--- config.mk ---
export PLATFORM = sky130hd
export DESIGN_NAME = alarm_clock_multi
export DESIGN_NICKNAME = d
export VERILOG_FILES = /design/src/rtl/alarm_clock_multi.sv
export SDC_FILE = /design/constraint.sdc
export NUM_CORES = 1
export LEC_CHECK = 0
export BUFFER_PORTS_ARGS = -buffer_cell sky130_fd_sc_hd__buf_4
export CAP_MARGIN = 0
export CORE_ASPECT_RATIO = 1.5
export CORE_MARGIN = 5
export CORE_UTILIZATION = 27
export CTS_BUF_LIST = sky130_fd_sc_hd__clkbuf_16
export CTS_CLUSTER_DIAMETER = 80
export CTS_CLUSTER_SIZE = 8
export DETAILED_ROUTE_END_ITERATION = 10
export SKIP_LAST_GASP = 1
export SLEW_MARGIN = 15
export SYNTH_ARGS = -nofsm -noshare
export SYNTH_HDL_FRONTEND = slang
export SYNTH_SLANG_ARGS = --single-unit
export TNS_END_PERCENT = 100
--- constraint.sdc ---
create_clock -name clk -period 7.6 [get_ports clk]
set_clock_uncertainty 0.2 [all_clocks]
set_input_delay 1.14 -clock clk [delete_from_list [all_inputs] [get_ports clk]]
set_output_delay 1.14 -clock clk [all_outputs]
set_load 0.01 [all_outputs]
--- src/rtl/alarm_clock_multi.sv ---
// Time-of-day clock (hr/min/sec) with NUM_ALM independent alarm channels, each with ack and
// auto-timeout. Defining ALARM_SNOOZE_EN adds a per-channel snooze input and SNOOZED state.
module alarm_clock_multi #(
  parameter int unsigned CLK_PER_SEC = 1,
  parameter int unsigned NUM_ALM     = 4,
  parameter int unsigned HOURS       = 24,
`ifdef ALARM_SNOOZE_EN
  parameter int unsigned SNOOZE_SEC  = 300,
`endif
  parameter int unsigned RING_SEC    = 60
) (
  input  logic                                           clk,
  input  logic                                           clr,
  input  logic                                           set_time,
  input  logic [7:0]                                     set_hr,
  input  logic [7:0]                                     set_min,
  input  logic [7:0]                                     set_sec,
  input  logic                                           alm_wr,
  input  logic [((NUM_ALM > 1) ? $clog2(NUM_ALM) : 1)-1:0] alm_idx,
  input  logic [7:0]                                     alm_hr,
  input  logic [7:0]                                     alm_min,
  input  logic [7:0]                                     alm_sec,
  input  logic                                           alm_en,
  input  logic [NUM_ALM-1:0]                             ack,
`ifdef ALARM_SNOOZE_EN
  input  logic [NUM_ALM-1:0]                             snooze,
`endif
  output logic [7:0]                                     hr,
  output logic [7:0]                                     min,
  output logic [7:0]                                     sec,
  output logic                                           sec_tick,
  output logic [NUM_ALM-1:0]                             alarm,
  output logic                                           alarm_any
);

  localparam int unsigned PW = (CLK_PER_SEC > 1) ? $clog2(CLK_PER_SEC) : 1;
  localparam int unsigned RW = $clog2(RING_SEC + 1);
  localparam logic [PW-1:0] PRE_MAX  = PW'(CLK_PER_SEC - 1);
  localparam logic [RW-1:0] RING_MAX = RW'(RING_SEC);
  localparam logic [7:0]    HR_MAX   = 8'(HOURS - 1);

`ifdef ALARM_SNOOZE_EN
  localparam int unsigned SW = $clog2(SNOOZE_SEC + 1);
  localparam logic [SW-1:0] SNZ_MAX = SW'(SNOOZE_SEC);
  typedef enum logic [1:0] {StIdle, StRing, StSnooze} ch_state_e;
`else
  typedef enum logic [0:0] {StIdle, StRing} ch_state_e;
`endif

  // ---------------------------------------------------------------------------------------------
  // Time of day
  // ---------------------------------------------------------------------------------------------
  logic [PW-1:0] presc_q, presc_d;
  logic [7:0]    hr_q, hr_d, min_q, min_d, sec_q, sec_d;
  logic          tick_q;
  logic          tick, load_ok, adv;

  assign tick    = (presc_q == PRE_MAX);
  assign load_ok = set_time && (set_hr <= HR_MAX) && (set_min <= 8'd59) && (set_sec <= 8'd59);
  // A valid load swallows a coincident tick.
  assign adv     = tick && !load_ok;

  always_comb begin
    presc_d = presc_q + PW'(1);
    hr_d    = hr_q;
    min_d   = min_q;
    sec_d   = sec_q;
    if (load_ok) begin
      presc_d = '0;
      hr_d    = set_hr;
      min_d   = set_min;
      sec_d   = set_sec;
    end else if (tick) begin
      presc_d = '0;
      if (sec_q == 8'd59) begin
        sec_d = '0;
        if (min_q == 8'd59) begin
          min_d = '0;
          hr_d  = (hr_q == HR_MAX) ? '0 : hr_q + 8'd1;
        end else begin
          min_d = min_q + 8'd1;
        end
      end else begin
        sec_d = sec_q + 8'd1;
      end
    end
  end

  always_ff @(posedge clk or posedge clr) begin
    if (clr) begin
      presc_q <= '0;
      hr_q    <= '0;
      min_q   <= '0;
      sec_q   <= '0;
      tick_q  <= 1'b0;
    end else begin
      presc_q <= presc_d;
      hr_q    <= hr_d;
      min_q   <= min_d;
      sec_q   <= sec_d;
      tick_q  <= adv;
    end
  end

  assign hr       = hr_q;
  assign min      = min_q;
  assign sec      = sec_q;
  assign sec_tick = tick_q;

  // ---------------------------------------------------------------------------------------------
  // Alarm channels
  // ---------------------------------------------------------------------------------------------
  logic [7:0]    ahr_q  [NUM_ALM];
  logic [7:0]    amin_q [NUM_ALM];
  logic [7:0]    asec_q [NUM_ALM];
  logic [NUM_ALM-1:0] en_q;
  ch_state_e     st_q   [NUM_ALM];
  ch_state_e     st_d   [NUM_ALM];
  logic [RW-1:0] ring_q [NUM_ALM];
  logic [RW-1:0] ring_d [NUM_ALM];
`ifdef ALARM_SNOOZE_EN
  logic [SW-1:0] snz_q  [NUM_ALM];
  logic [SW-1:0] snz_d  [NUM_ALM];
`endif
  logic [NUM_ALM-1:0] wr_hit, match;
  logic               wr_ok;

  assign wr_ok = alm_wr && (32'(alm_idx) < NUM_ALM) && (alm_hr <= HR_MAX) &&
                 (alm_min <= 8'd59) && (alm_sec <= 8'd59);

  // Matches compare against the post-tick time, so loads via set_time never ring.
  for (genvar g = 0; g < NUM_ALM; g++) begin : g_hit
    assign wr_hit[g] = wr_ok && (32'(alm_idx) == 32'(g));
    assign match[g]  = adv && en_q[g] && (ahr_q[g] == hr_d) && (amin_q[g] == min_d) &&
                       (asec_q[g] == sec_d);
  end

  always_comb begin
    for (int i = 0; i < NUM_ALM; i++) begin
      st_d[i]   = st_q[i];
      ring_d[i] = ring_q[i];
`ifdef ALARM_SNOOZE_EN
      snz_d[i]  = snz_q[i];
`endif
      case (st_q[i])
        StIdle: begin
          if (match[i]) begin
            st_d[i]   = StRing;
            ring_d[i] = '0;
          end
        end
        StRing: begin
          if (match[i]) begin
            ring_d[i] = '0;
          end else if (ack[i]) begin
            st_d[i] = StIdle;
`ifdef ALARM_SNOOZE_EN
          end else if (snooze[i]) begin
            st_d[i]  = StSnooze;
            snz_d[i] = '0;
`endif
          end else if (adv) begin
            if ((ring_q[i] + RW'(1)) == RING_MAX) st_d[i] = StIdle;
            else                                   ring_d[i] = ring_q[i] + RW'(1);
          end
        end
`ifdef ALARM_SNOOZE_EN
        StSnooze: begin
          if (match[i]) begin
            st_d[i]   = StRing;
            ring_d[i] = '0;
          end else if (ack[i]) begin
            st_d[i] = StIdle;
          end else if (adv) begin
            if ((snz_q[i] + SW'(1)) == SNZ_MAX) begin
              st_d[i]   = StRing;
              ring_d[i] = '0;
            end else begin
              snz_d[i] = snz_q[i] + SW'(1);
            end
          end
        end
`endif
        default: st_d[i] = StIdle;
      endcase
      // Reprogramming a channel always silences it.
      if (wr_hit[i]) st_d[i] = StIdle;
      if (st_d[i] == StIdle) ring_d[i] = '0;
    end
  end

  always_ff @(posedge clk or posedge clr) begin
    if (clr) begin
      en_q <= '0;
      for (int i = 0; i < NUM_ALM; i++) begin
        ahr_q[i]  <= '0;
        amin_q[i] <= '0;
        asec_q[i] <= '0;
        st_q[i]   <= StIdle;
        ring_q[i] <= '0;
`ifdef ALARM_SNOOZE_EN
        snz_q[i]  <= '0;
`endif
      end
    end else begin
      for (int i = 0; i < NUM_ALM; i++) begin
        st_q[i]   <= st_d[i];
        ring_q[i] <= ring_d[i];
`ifdef ALARM_SNOOZE_EN
        snz_q[i]  <= snz_d[i];
`endif
        if (wr_hit[i]) begin
          ahr_q[i]  <= alm_hr;
          amin_q[i] <= alm_min;
          asec_q[i] <= alm_sec;
          en_q[i]   <= alm_en;
        end
      end
    end
  end

  always_comb begin
    alarm = '0;
    for (int i = 0; i < NUM_ALM; i++) alarm[i] = (st_q[i] == StRing);
  end

  assign alarm_any = |alarm;

endmodule

* Yosys cells after proc, flatten, opt, wreduce, memory -nomap -nowiden
Index checks and enable logic that the tools add are counted. W data, S select, Z words.
Word-level totals: flip-flop bits (word level) 154, latch bits 0, memory bits (writable) 0, ROM bits 0, output and inout bits 30, logic and storage cells 190, memories kept 0
Cells by class: add/sub/neg operators 8, $mul 0, div/mod/pow operators 0, order comparisons 6, eq/ne operators 38, shift operators 0, mux-type cells 70, bitwise logic cells 5, reductions and logical operators 34
Operator list (count):
- $mux W6 | 24
- $eq A8 B8 Y1 | 12
- $mux W8 | 12
- $pmux W6 S2 | 4
- $le A8 B6 Y1 const B | 4
- $ne A4 B3 Y1 const B | 8
- $logic_and A1 B1 Y1 | 27
- $mux W1 | 26
- $add A6 B1 Y6 const B | 4
- $add A8 B1 Y8 const B | 3
- $eq A6 B6 Y1 const B | 4
- $eq A8 B6 Y1 const B | 2
- $le A8 B5 Y1 const B | 2
- $ne A4 B4 Y1 const B | 4
- $reduce_and A4 Y1 | 4
- $ne A3 B3 Y1 const B | 4
- $eq A8 B5 Y1 const B | 1
- $pmux W1 S2 | 4
- $not A1 Y1 | 5
- $eq A2 B2 Y1 const B | 2
- $reduce_or A4 Y1 | 1
- $eq A2 B1 Y1 const B | 1
- $logic_not A2 Y1 | 1
- $add A1 B1 Y1 const B | 1
- $logic_not A1 Y1 | 1

* Logic depth before layout (Yosys ltp)
Gate-level depths: netlist (run 1).
depth after elaboration 15, mapped depth 15, mapped depth without buffers 12

* Worst setup path after synthesis (run 1)
No wires, ideal clock.
path kind in2reg, start input set_hr[7], end register ring_q[0] (netlist bit), library setup time 0.125 ns, arrival time 3.710 ns, path slack 3.565 ns, cell stages on the path 12, buffers on the path 1, cell sequence nor4_1 > nand3_1 > nor2_1 > inv_2 > clkbuf_1 > nor3_1 > a31oi_1 > or4_1 > nor4_1 > nand4_1 > nand3b_1 > nor2_1
On the way: word-level cells in the longest chain between the ends 15
Ends and longest elaborated chain:
- start, declared | RTL line 15 | input logic [7:0] set_hr,
- parallel branches: the longest is 15 deep, another holds $le A8 B5 Y1
- end signal, assigned by index | RTL line 208 | ring_q[i] <= ring_d[i];
- end, declared | RTL line 119 | logic [RW-1:0] ring_q [NUM_ALM];
Several ways; the timed one is not identified. A chain may end at the register's enable or synchronous reset.

* Final worst setup path (run 1)
start input set_hr[7], end register ring_q[4] (netlist bit)
Same word-level chain as after synthesis.

==> results summary, run 1 <==
Row generation in the floorplan step produced between 70 and 80 rows. Across the VDD grid, the largest voltage drop is between 0.15 and 0.2 mV. The worst setup path is launched from an input port. The launching element of the worst setup path is set_hr[7]. After detailed routing, the number of remaining DRC violations is 0. The cell count after synthesis is approximately 800.

The max-capacitance violation count is 0. CTS built an H-tree with a depth of 4. The number of synthesized register bits came out at approximately 150. The path class of the tightest hold or removal check is flip-flop to flip-flop. The maximum number of pins on one net before global-route repair is 90. The number of buffers inserted during clock tree synthesis is 17. The die covers between 0.03 and 0.04 mm^2. The number of distinct standard cells referenced by the synthesized netlist is 69. The analysis attributes to net switching a power of 835.4 uW.

The number of hold buffers added after CTS is 0. The arrival time of data at the critical path endpoint is 5160 ps. The switching power as a share of total power came out at 0.3381. The HPWL after detailed placement is between 20 and 25 mm. Of all flip-flops after synthesis, the portion carrying an async set or reset was 1.000. The run finished with clean final reports. The final route contains 6566 vias. The biggest fanout along the worst timing path came out at 25. At the pin with the least slew margin, the transition time is around 1000 ps. The via-per-instance ratio came out at between 5 and 6. The part of the power in the clock network came out at 0.355. The commonest cells after synthesis are 153 x dfrtp_1, 73 x mux2_2, 59 x xor2_1. In this run the clock root is driven by a clkbuf_16.

The final-report hold violation count is 0. The power density over cell area is between 200 and 250 mW/mm^2. The cell with the most instances after synthesis is dfrtp_1. The number of synthesized flops with an enable pin came out at 0. The final sum of negative setup slack came out at 0 ps.

The detailed-route wire length per cell is between 20 and 25 um. The headroom to the max-slew limit is 0.3097. The combined area of all synthesized cells came out at around 0.0084 mm^2. TritonCTS built the clock tree. The average size of a mapped cell is approximately 11 um^2. The region available for standard cell placement spans 0.03094 mm^2. The analysis attributes to cell leakage a power of between 0.004 and 0.005 uW. The synthesis warning total came out at 0. For the finished layout, the period the worst path requires is ~5000 ps. Setup violations remaining at the end of the flow were counted as 0. The total overflow left after global routing is 0. The routability-driven placement congestion ratio came out at about 0.98. The critical path class is input port to flip-flop. The register share of total power came out at 0.382.

The number of global-route vias before repair is around 6800. The global-route usage over all layers is 0.1543. The count of filler cells inserted in the layout came out at about 3200. The first global-routing pass estimated 41.06 mm of wire. The maximum clock path buffer count is 2.

The critical path data required time is between 7000 and 8000 ps. The commonest register cell after synthesis is dfrtp_1. The worst-skew pair later-pin latency is ~440 ps.

The final worst hold slack is approximately 300 ps. The layout overhead on the synthesized area came out at 20.58%. dfrtp_1 takes more of the synthesized area than any other cell. The maximum clock frequency came out at between 150 and 200 MHz. The total detailed-routing wirelength is 26.41 mm. The proportion of netlist area held by the largest area contributor came out at 0.4541. The height of the die is 226.4 um. The number of max-slew violations in the final report is 0. The proportion of power drawn by combinational gates came out at 0.263.

The final antenna diode count is 0. In the post-synthesis netlist, the biggest area contributors are dfrtp_1 45%, mux2_2 9.7%, xor2_1 6.1%. The fraction of final layout cells with drive strength greater than 1 came out at 0.2408.

The number of DRC markers in iteration 0 came out at roughly 450. The number of search-and-repair iterations in the first detailed-routing pass came out at 5. The starting density of the core is 0.2725. The number of nets produced by synthesis came out at 871.

The count of antenna-violating nets left after detailed routing is 0. At the end of the flow, the number of nets in the layout was 958. The number of buffers added on ports is 88. The period utilization is 0.6635.

The internal power component is approximately 1600 uW. The launch point of the worst reg-to-reg path is sec[0]$_DFF_PP0_. The proportion of synthesized chip area in sequential cells is 0.4541. After clock tree synthesis, the clock-pin slew on the worst setup and hold paths is ~60 ps. The startpoint of the tightest hold check path is ahr_q[6]$_DFFE_PP0P_. STA classifies the critical path endpoint as a flip-flop.

The clock net sink count is around 150. During I/O placement, the number of pins put on the boundary was approximately 90. The die is 154.3 um wide. The number of antenna violations at the first check in global routing came out at 0. Setup repair after global routing left no endpoint under its margin. The number of instances resized during post-cts repair is 0. The post-CTS setup buffer count is 0.
registers in the layout (all words and copies together) (netlist names):
register and flops:
sec_tick 1, asec_q 32, ring_q 24, amin_q 32, min 8, sec 8
ahr_q 32, en_q 4, hr 8, alarm 4
critical path, stage by stage:
cell and delay (ps):
buf_4 110, nor4_1 560, nand3_1 340, nor2_1 180
buf_4 260, inv_2 280, nor3_1 250, a31oi_1 50
or4_1 500, nor4_1 890, nand4_1 230, nand3b_1 260
nor2_1 90
per-stage QoR:
step / std cells / worst slack (ps) / total power (uW) / util / instance area, um^2
floorplan: 801 / 2139 / 1343 / - / 8432
global placement: 1274 / 2275 / 1600 / 0.3092 / 9565
detailed placement: 1274 / 2225 / 1603 / 0.3092 / 9565
CTS: 1306 / 2676 / 2482 / 0.3286 / 10170
global route: 1306 / 2435 / 2579 / 0.3286 / 10170
finish: 1306 / 2558 / 2471 / 0.3286 / 10170
area by class of cell:
cell class	count	area (um^2)	share of cell area
sequential	153	3829	0.3766
clock inverter	15	176.4	0.01735
tap	405	506.7	0.04984
timing repair buffer	97	728.2	0.07162
inverter	24	95.09	0.009353
clock buffer	17	425.4	0.04184
multi-input combinational	595	4407	0.4334
power groups by stage:
stage               Sequential (uW)  Combinational, uW  Clock, uW
global route                    949                705        925
CTS                             942                648        891
finish                          945                649        877
detailed placement              958                646          0
global placement                957                643          0
floorplan                       930                413          0
metal layers:
metal  track usage  up-vias  share of wire
li1              -     3056              -
met1        0.1756     3247           0.40
met2        0.2689      195           0.51
met3       0.03036       68          0.042
met4       0.08837        0          0.055
met5             0        -              0
worst paths after layout:
path | to | slack, ps | cells after the start
max | ring_q[4]$_DFFE_PP0P_ | 2560 | 13
min | ahr_q[6]$_DFFE_PP0P_ | 300 | 1
max reg2reg | ring_q[14]$_DFFE_PP0P_ | 2720 | 11
min reg2reg | ahr_q[6]$_DFFE_PP0P_ | 300 | 1
max in group asynchronous | asec_q[1]$_DFFE_PP0P_ | 5200 | 3
min in group asynchronous | hr[5]$_DFF_PP0_ | 660 | 2
logic make-up after synthesis:
group,count (synthesis),share of synthesized area
and+or+nand+nor,271,0.1782
muxes,80,0.1058
AOI/OAI and AO/OA,118,0.1006
buffers and inverters,53,0.02389
xor gates and xnor gates,115,0.1211
DFF,153,0.4541
adders and majority gates,11,0.01632
cells in the final DEF, fill, tap and decap left out, drive strengths merged, types with 15 or more instances in the layout:
master	n
dfrtp	153
buf	97
mux2	73
xor2	59
xnor2	55
nor2	46
nand2	40
nor3	33
nand3	28
nand4	27
inv	27
o21ai	26
nor2b	22
a21oi	21
clkbuf	17
and2	15
nor4	15
(Power assumes the default switching activity.)
==> run 2, diff against run 1 <==
ABC_AREA = 1   (was default)
clock period = 4.45 ns   (was 7.6 ns; I/O delays follow)
==> run 2 against run 1 <==
  * Clock power up 62%
  * Synthesized cell count up 66%
  * Setup slack worse by 1800 ps
  * Clock-buffer cell count unchanged
  * Wire length up 14%
  * First-iteration DRC count up 6.9%
  * Total power up 74%
  * Via count up 32%
  * Critical path type is now flip-flop to flip-flop
  * Critical endpoint is now ring_q[21]$_DFFE_PP0P_
  * Largest cell class unchanged
  * Largest power group unchanged
  * Highest routed layer unchanged
==> results summary, run 2 <==
The final-report hold violation count came out at 0 (unchanged). The power density over cell area came to 387.3 mW/mm^2 (was 243.0 mW/mm^2). The fraction of final layout cells with drive strength greater than 1 is 0.1465 (was 0.2408).

The worst setup slack before clock tree synthesis is 650.3 ps (was 2225 ps). The clock net sink count is 153 (unchanged). The worst setup margin is 797.2 ps (was 2558 ps). The number of search-and-repair iterations in the first detailed-routing pass came out at 5 (unchanged). The path depth of the worst reg2reg path came to 15 (was 11). The total power draw came out at 4289 uW (was 2471 uW).

The library cell with the largest summed area after synthesis is dfrtp_1 (unchanged). The proportion of netlist area held by the largest area contributor came out at 0.4078 (was 0.4541). The post-CTS setup buffer count is 0 (unchanged). The final sum of negative setup slack came out at 0 ps (unchanged). The detailed-route wire length per cell came out at 16.26 um (was 20.22 um). The endpoint type of the worst setup path was a flip-flop (unchanged).

The total detailed-routing wirelength came out at 30.11 mm (was 26.41 mm). The number of antenna violations at the first check in global routing was 0 (unchanged). The most common cell after layout, fill and taps aside was nand2_1 (was dfrtp_1). The root buffer selected by CTS is clkbuf_16 (unchanged).

Top library cells by usage in the layout, fill and taps aside: 405 x nand2_1, 197 x inv_1, 153 x dfrtp_1 (was 153 x dfrtp_1, 97 x buf_4, 73 x mux2_2). The maximum clock frequency is around 270 MHz. The critical path class is flip-flop to flip-flop (was input port to flip-flop). The delay of the slowest cell on the worst path is 460 ps (was 890 ps).

The number of synthesized register bits is 153 (unchanged). Ranking of synthesized cells by instance count: 405 x nand2_1, 197 x inv_1, 153 x dfrtp_1 (was 153 x dfrtp_1, 73 x mux2_2, 59 x xor2_1). The starting density of the core is 0.2740 (was 0.2725). The number of DRC markers in iteration 0 was 482 (was 451). The setup violation total in the final timing report is 0 (unchanged).

The clock edge transition at the registers on the reported setup and hold paths is 60 ps (about the same). Most area-consuming cells after synthesis: dfrtp_1 41%, nand2_1 16%, inv_1 7.9% (was dfrtp_1 45%, mux2_2 9.7%, xor2_1 6.1%). The number of max-slew violations in the final report came out at 0 (unchanged). The static leakage is 0.005724 uW (was 0.004578 uW). The number of buffers inserted during clock tree synthesis is 17 (unchanged). The biggest fanout along the worst timing path is 13 (was 25). The number of synthesized flops with an enable pin is 0 (unchanged). The clock tree from TritonCTS is built (unchanged).

Ordered cell list for the critical path: ha_1 > nand3_2 > nor2_4 > nand2_2 > nand2_1 > nand3_1 > nand2_1 > o21ai_0 > nor2_1 > nand3_1 > nor2_1 > nand3_2 > nand2_2 > nand3_2 > nor2_1 (was buf_4 > nor4_1 > nand3_1 > nor2_1 > buf_4 > inv_2 > nor3_1 > a31oi_1 > or4_1 > nor4_1 > nand4_1 > nand3b_1 > nor2_1). The post-synthesis async set-or-reset flop share came out at 1.000 (unchanged). The maximum clock path buffer count is 2 (unchanged). The number of nets produced by synthesis is 1397 (was 871).

The total number of H-tree levels is 4 (unchanged). The critical path data required time is 4620 ps (was 7720 ps). The period utilization is 0.8209. The maximum number of pins on one net before global-route repair came out at 121 (was 90). The number of primary I/O pins came out at 89 (unchanged). The cell with the most instances after synthesis is nand2_1 (was dfrtp_1). The number of instances resized during post-cts repair is 0 (unchanged). The core area came to 0.03427 mm^2 (was 0.03094 mm^2). The termination of the worst setup path is ring_q[21]$_DFFE_PP0P_ (was ring_q[4]$_DFFE_PP0P_). The routed design could run at a clock period as short as ~3700 ps.

The number of global-route vias before repair is 8457 (was 6777). Run status: complete, no violations (unchanged). The average size of a mapped cell came out at 7.075 um^2 (was 10.53 um^2). The slew of the pin with the lowest slew margin was 1160 ps (was 1026 ps). The number of buffers added on ports came out at 88 (unchanged). The layout overhead on the synthesized area came out at 17.95% (was 20.58%).

The setup slack on the worst flop-to-flop path is 800 ps (was 2720 ps). The synthesis warning total is 0 (unchanged). The total placed cells including tap cells is 1821 (was 1274).

The sum of net half-perimeters after detailed placement is 23.44 mm (was 20.48 mm). The total via count after detailed routing is 8659 (was 6566). The global-route usage over all layers is 0.1571 (was 0.1543).

The highest-delay cell along the critical path was dfrtp_1 (was nor4_1). The proportion of synthesized chip area in sequential cells came out at 0.4078 (was 0.4541). The count of antenna-violating nets left after detailed routing came out at 0 (unchanged). The residual DRC count came to 0 (unchanged). The number of nets in the layout was 1485 (was 958). The area of the die came out at 0.03868 mm^2 (was 0.03494 mm^2). Unrepaired setup endpoints after global routing: no (unchanged). The commonest register cell after synthesis is dfrtp_1 (unchanged). The worst-case vdd ir drop was 0.2373 mV (was 0.1749 mV). The number of standard cells in the final layout excluding fillers was 1852 (was 1306). The x dimension of the die is 162.3 um (was 154.3 um). The height of the die came out at 238.4 um (was 226.4 um). The row count came to 83 (was 79). The headroom to the max-slew limit is 0.2256 (was 0.3097). The launch point of the worst reg-to-reg path is min[1]$_DFF_PP0_ (was sec[0]$_DFF_PP0_).

The final antenna diode count came to 0 (unchanged). The via-per-instance ratio is 4.675 (was 5.028). The combined area of all synthesized cells came out at 0.009389 mm^2 (was 0.008432 mm^2). The final worst hold slack is 159.1 ps (was 302.7 ps). The max-capacitance violation count came out at 0 (unchanged). The kind of launch point of the worst setup path is a flip-flop (was input port). The number of hold buffers added after CTS came out at 0 (unchanged). The critical register-to-register path endpoint is ring_q[21]$_DFFE_PP0P_ (was ring_q[14]$_DFFE_PP0P_). The worst hold-check path type is input port to asynchronous set/reset pin (was flip-flop to flip-flop). The arrival time of data at the critical path endpoint was 3820 ps (was 5160 ps).

The launching element of the worst setup path was min[1]$_DFF_PP0_ (was set_hr[7]). The number of distinct standard cells referenced by the synthesized netlist is 40 (was 69). The first-pass GRT wire length is 46.81 mm (was 41.06 mm). The routability-driven placement congestion ratio came out at 0.9412 (was 0.9817). Largest registers: ahr_q: 32 flops, amin_q: 32 flops, asec_q: 32 flops (unchanged).

The worst-skew pair later-pin latency came to 450 ps (was 440 ps). The cell count after synthesis was 1327 (was 801). The count of filler cells inserted in the layout came out at 3718 (was 3160). The global-route congestion overflow total was 0 (unchanged).
-- run 2: cells by family (layout without fill, tap and decap cells) --
| group | after synthesis | count (layout) | share of synthesized area |
|---|---|---|---|
| flops | 153 | 153 | 0.4078 |
| mux | 2 | 2 | 0.002399 |
| buf+inv | 234 | 334 | 0.09901 |
| compound gates | 130 | 130 | 0.07329 |
| simple gates | 766 | 766 | 0.3731 |
| fa+ha+maj | 11 | 11 | 0.01466 |
| xor+xnor | 31 | 31 | 0.02972 |
-- run 2: routing by layer --
metal	vias up	wire, um	global-route usage
met4	0	1684	0.09464
met5	-	0	0
met1	4059	11710	0.1733
li1	4330	-	-
met3	70	921	0.01953
met2	200	15800	0.2854
-- run 2: worst max-delay path: cells and delay by family, from the launching register on --
family / cells / cell delay (ps)
compound gates: 1 / 100
fa+ha+maj: 1 / 390
flops: 1 / 460
simple gates: 13 / 2400
-- run 2: how the worst min path moves through the flow --
stage,to,cells past startpoint
3_5_place_dp,amin_q[30]$_DFFE_PP0P_,2
3_3_place_gp,amin_q[30]$_DFFE_PP0P_,2
2_1_floorplan,amin_q[30]$_DFFE_PP0P_,2
5_1_grt,hr[5]$_DFF_PP0_,2
6_report,hr[2]$_DFF_PP0_,2
4_1_cts,hr[5]$_DFF_PP0_,2
-- run 2: through the flow --
step                cell area [um^2]    util
floorplan                       9393       -
global placement               10520  0.3068
detailed placement             10520  0.3068
CTS                            11070  0.3231
global route                   11070  0.3231
finish                         11070  0.3231
-- run 2: final cells by class --
| class | count | area (um^2) | area share |
|---|---|---|---|
| clock inverter | 14 | 133.9 | 0.01209 |
| inverter | 207 | 780.7 | 0.07050 |
| sequential | 153 | 3829 | 0.3457 |
| tap | 425 | 531.8 | 0.04802 |
| clock buffer | 17 | 425.4 | 0.03841 |
| multi-input combinational | 940 | 4641 | 0.4190 |
| timing repair buffer | 96 | 733.2 | 0.06621 |
-- run 2: report_power, final --
part	total, uW	internal (uW)	switching, uW
clock network	1420	813	605
registers	1600	1480	128
logic	1270	446	823
==> run 3, diff against run 2 <==
clock period = 3.4 ns   (was 4.45 ns; I/O delays follow)
==> run 3 against run 2 <==
  * Global-route usage grew 0.57 points
  * Sequential power grew 31%
  * Setup slack lost 530 ps
  * Critical endpoint is now ring_q[3]$_DFFE_PP0P_
  * Highest routed layer unchanged
==> results summary, run 3 (synthesis gave the netlist of run 2 again) <==
Run status: complete, no violations (unchanged). The headroom to the max-slew limit came to 0.4345 (was 0.2256). The number of primary I/O pins came out at 89 (unchanged). The final sum of negative setup slack is 0 ps (unchanged).

The launch point of the worst reg-to-reg path is sec[1]$_DFF_PP0_ (was min[1]$_DFF_PP0_). The total placed cells including tap cells is 1848 (was 1821). The period utilization came out at 0.9228 (was 0.8209). The height of the die is 238.4 um (unchanged). The delay of the slowest cell on the worst path came out at 380 ps (was 460 ps). The sum of net half-perimeters after detailed placement came out at 24.54 mm (was 23.44 mm). The total via count after detailed routing came out at 8688 (was 8659). The residual DRC count is 0 (unchanged). The part of the power in the clock network is 0.333 (was 0.330). The via-per-instance ratio came out at 4.624 (was 4.675).

The fraction of final layout cells with drive strength greater than 1 is 0.1616 (was 0.1465). Ordered cell list for the critical path: ha_1 > nand3_1 > nor2_4 > buf_12 > nand3_1 > nand2_2 > nor2_4 > nor2_1 > nor2_1 > nor2_1 > nand2_1 > nor3_2 > nand3_4 > nand2_2 > nand3_2 > nor2_1 (was ha_1 > nand3_2 > nor2_4 > nand2_2 > nand2_1 > nand3_1 > nand2_1 > o21ai_0 > nor2_1 > nand3_1 > nor2_1 > nand3_2 > nand2_2 > nand3_2 > nor2_1). The maximum clock path buffer count came to 2 (unchanged). The endpoint type of the worst setup path is a flip-flop (unchanged). The critical path data required time is 3570 ps (was 4620 ps).

The net switching power figure came out at 2029 uW (was 1555 uW). The first-pass GRT wire length is 48.34 mm (was 46.81 mm). The clock tree from TritonCTS was built (unchanged).

Among the stages of the critical path, the cell type that occurs most often is nor2_1. The global-route congestion overflow total came out at 0 (unchanged). The maximum number of pins on one net before global-route repair is 75 (was 121).

The layout overhead on the synthesized area came out at 21.56% (was 17.95%). The internal power component came out at 3816 uW (was 2734 uW). In this run the most critical hold path is launched from alm_sec[4]. The register share of total power is 0.358 (was 0.374). The number of global-route vias before repair is 8677 (was 8457). The category of cells accounting for the largest share of critical-path delay is simple AND/OR/NAND/NOR gates (unchanged). The x dimension of the die came out at 162.3 um (unchanged).

The number of nets in the layout is 1513 (was 1485). The clock edge transition at the registers on the reported setup and hold paths came to 60 ps (about the same). The combined flip-flop and latch cell area came out at 0.003830 mm^2 (was 0.003829 mm^2).

The final antenna diode count is 0 (unchanged). The number of DRC markers in iteration 0 came out at 578 (was 482). The number of standard cells in the final layout excluding fillers was 1879 (was 1852). The launching element of the worst setup path is sec[1]$_DFF_PP0_ (was min[1]$_DFF_PP0_). The core area is 0.03427 mm^2 (unchanged). The final worst hold slack came out at 86.33 ps (was 159.1 ps). The global-route usage over all layers came out at 0.1628 (was 0.1571). The arrival time of data at the critical path endpoint is 3300 ps (was 3820 ps). The final-report hold violation count came out at 0 (unchanged). The count of filler cells inserted in the layout is 3660 (was 3718). The kind of launch point of the worst setup path is a flip-flop (unchanged).

The starting density of the core is 0.2740 (unchanged). The critical path class was flip-flop to flip-flop (unchanged). The worst hold-check path type is input port to flip-flop (was input port to asynchronous set/reset pin). The root buffer selected by CTS was clkbuf_16 (unchanged). The number of search-and-repair iterations in the first detailed-routing pass came to 5 (unchanged). Unrepaired setup endpoints after global routing: no (unchanged). The count of antenna-violating nets left after detailed routing came out at 0 (unchanged). The area of the die is 0.03868 mm^2 (unchanged). The highest-delay cell along the critical path is dfrtp_1 (unchanged). The number of antenna violations at the first check in global routing came to 0 (unchanged). The max-capacitance violation count came out at 0 (unchanged). The maximum clock frequency is 318.7 MHz (was 273.8 MHz). The number of buffers inserted during clock tree synthesis is 17 (unchanged). The total detailed-routing wirelength is 30.62 mm (was 30.11 mm).

The number of buffers added on ports is 88 (unchanged). Top library cells by usage in the layout, fill and taps aside: 405 x nand2_1, 199 x inv_1, 152 x dfrtp_1 (was 405 x nand2_1, 197 x inv_1, 153 x dfrtp_1). The clock period minus final worst setup slack came out at 3138 ps (was 3653 ps). The most common cell after layout, fill and taps aside is nand2_1 (unchanged).

The static leakage came out at 0.005921 uW (was 0.005724 uW). Largest registers: ahr_q: 32 flops, amin_q: 32 flops, asec_q: 32 flops (unchanged). The worst setup margin came out at 262.5 ps (was 797.2 ps). The total number of H-tree levels is 4 (unchanged). The proportion of power drawn by combinational gates is 0.309 (was 0.296). The total power draw was 5844 uW (was 4289 uW). The switching power as a share of total power came out at 0.3471 (was 0.3627). The biggest fanout along the worst timing path is 14 (was 13). The slew of the pin with the lowest slew margin came out at 847.3 ps (was 1160 ps). The worst-case vdd ir drop came out at 0.3732 mV (was 0.2373 mV). The multi-input gate area in the final layout is 0.004648 mm^2 (was 0.004641 mm^2). The detailed-route wire length per cell is 16.29 um (was 16.26 um). The setup violation total in the final timing report came out at 0 (unchanged). The number of max-slew violations in the final report is 0 (unchanged).

The number of buffers and inverters on the critical path is 1 (was 0). The clock net sink count was 153 (unchanged). The routability-driven placement congestion ratio came to 0.9567 (was 0.9412). The power density over cell area came out at 512.1 mW/mm^2 (was 387.3 mW/mm^2).

The worst setup slack before clock tree synthesis came to 67.48 ps (was 650.3 ps). The worst-skew pair later-pin latency came out at 450 ps (about the same). The row count is 83 (unchanged).
-- run 3: cell types whose count changed in the layout (fill, tap and decap cells not counted) --
cell,previous run,this run
buf_4,95,115
buf_12,1,8
bufinv_16,2,4
clkinvlp_4,5,3
inv_1,197,199
clkinv_2,3,2
clkinv_4,1,0
dfrtp_1,153,152
dfrtp_2,0,1
dlygate4sd3_1,0,1
inv_6,1,0
nor2_1,129,128
nor2_4,7,8
-- run 3: final timing paths --
check                                         end  slack [ps]  depth (start not counted)
max                         ring_q[3]$_DFFE_PP0P_         260                         16
min                        asec_q[20]$_DFFE_PP0P_          90                          3
max in group asynchronous  asec_q[11]$_DFFE_PP0P_        1520                          5
max reg2reg                 ring_q[3]$_DFFE_PP0P_         260                         16
min in group asynchronous         hr[2]$_DFF_PP0_         470                          3
min reg2reg                amin_q[30]$_DFFE_PP0P_         280                          2
-- run 3: worst reg2reg max path: stages (launching register included) --
cell and delay (ps):
dfrtp_1 380, ha_1 240, nand3_1 140, nor2_4 270, buf_12 190, nand3_1 140, nand2_2 140, nor2_4 50
nor2_1 270, nor2_1 70, nor2_1 100, nand2_1 110, nor3_2 230, nand3_4 170, nand2_2 120, nand3_2 100
nor2_1 130
-- run 3: cell type report --
type,count,area share
flip-flops and latches,153,0.3356
well taps,425,0.04659
multi-input cells,940,0.4073
clock buffers,17,0.03727
inverters,207,0.06841
repair buffers,124,0.09055
clock inverters,13,0.01436
-- run 3: routing by layer --
layer / vias to the layer above / part of all wire / track usage
met3: 71 / 0.034 / 0.02281
met1: 4052 / 0.38 / 0.1771
met2: 190 / 0.52 / 0.2957
met5: - / 0 / 0
li1: 4375 / - / -
met4: 0 / 0.058 / 0.1003
-- run 3: repair_timing --
action	CTS	global route
setup endpoints to repair	0	7
setup buffers	0	0
endpoints found under the hold margin	20	0
resized for setup	0	3
hold buffers	1	0
-- run 3: stage by stage --
step,cell area [um^2],util
3_5_place_dp,10810,0.3153
5_1_grt,11410,0.3330
6_report,11410,0.3330
3_3_place_gp,10810,0.3153
2_1_floorplan,9393,-
4_1_cts,11400,0.3328
-- run 3: power by group through the flow --
stage                     Sequential [uW]  Combinational, uW  Clock [uW]
after floorplan                      2110               1030           0
after global placement               2130               1810           0
after detailed placement             2130               1810           0
after CTS                            2100               1820        1980
after global routing                 2110               2020        2050
final                                2100               1800        1950
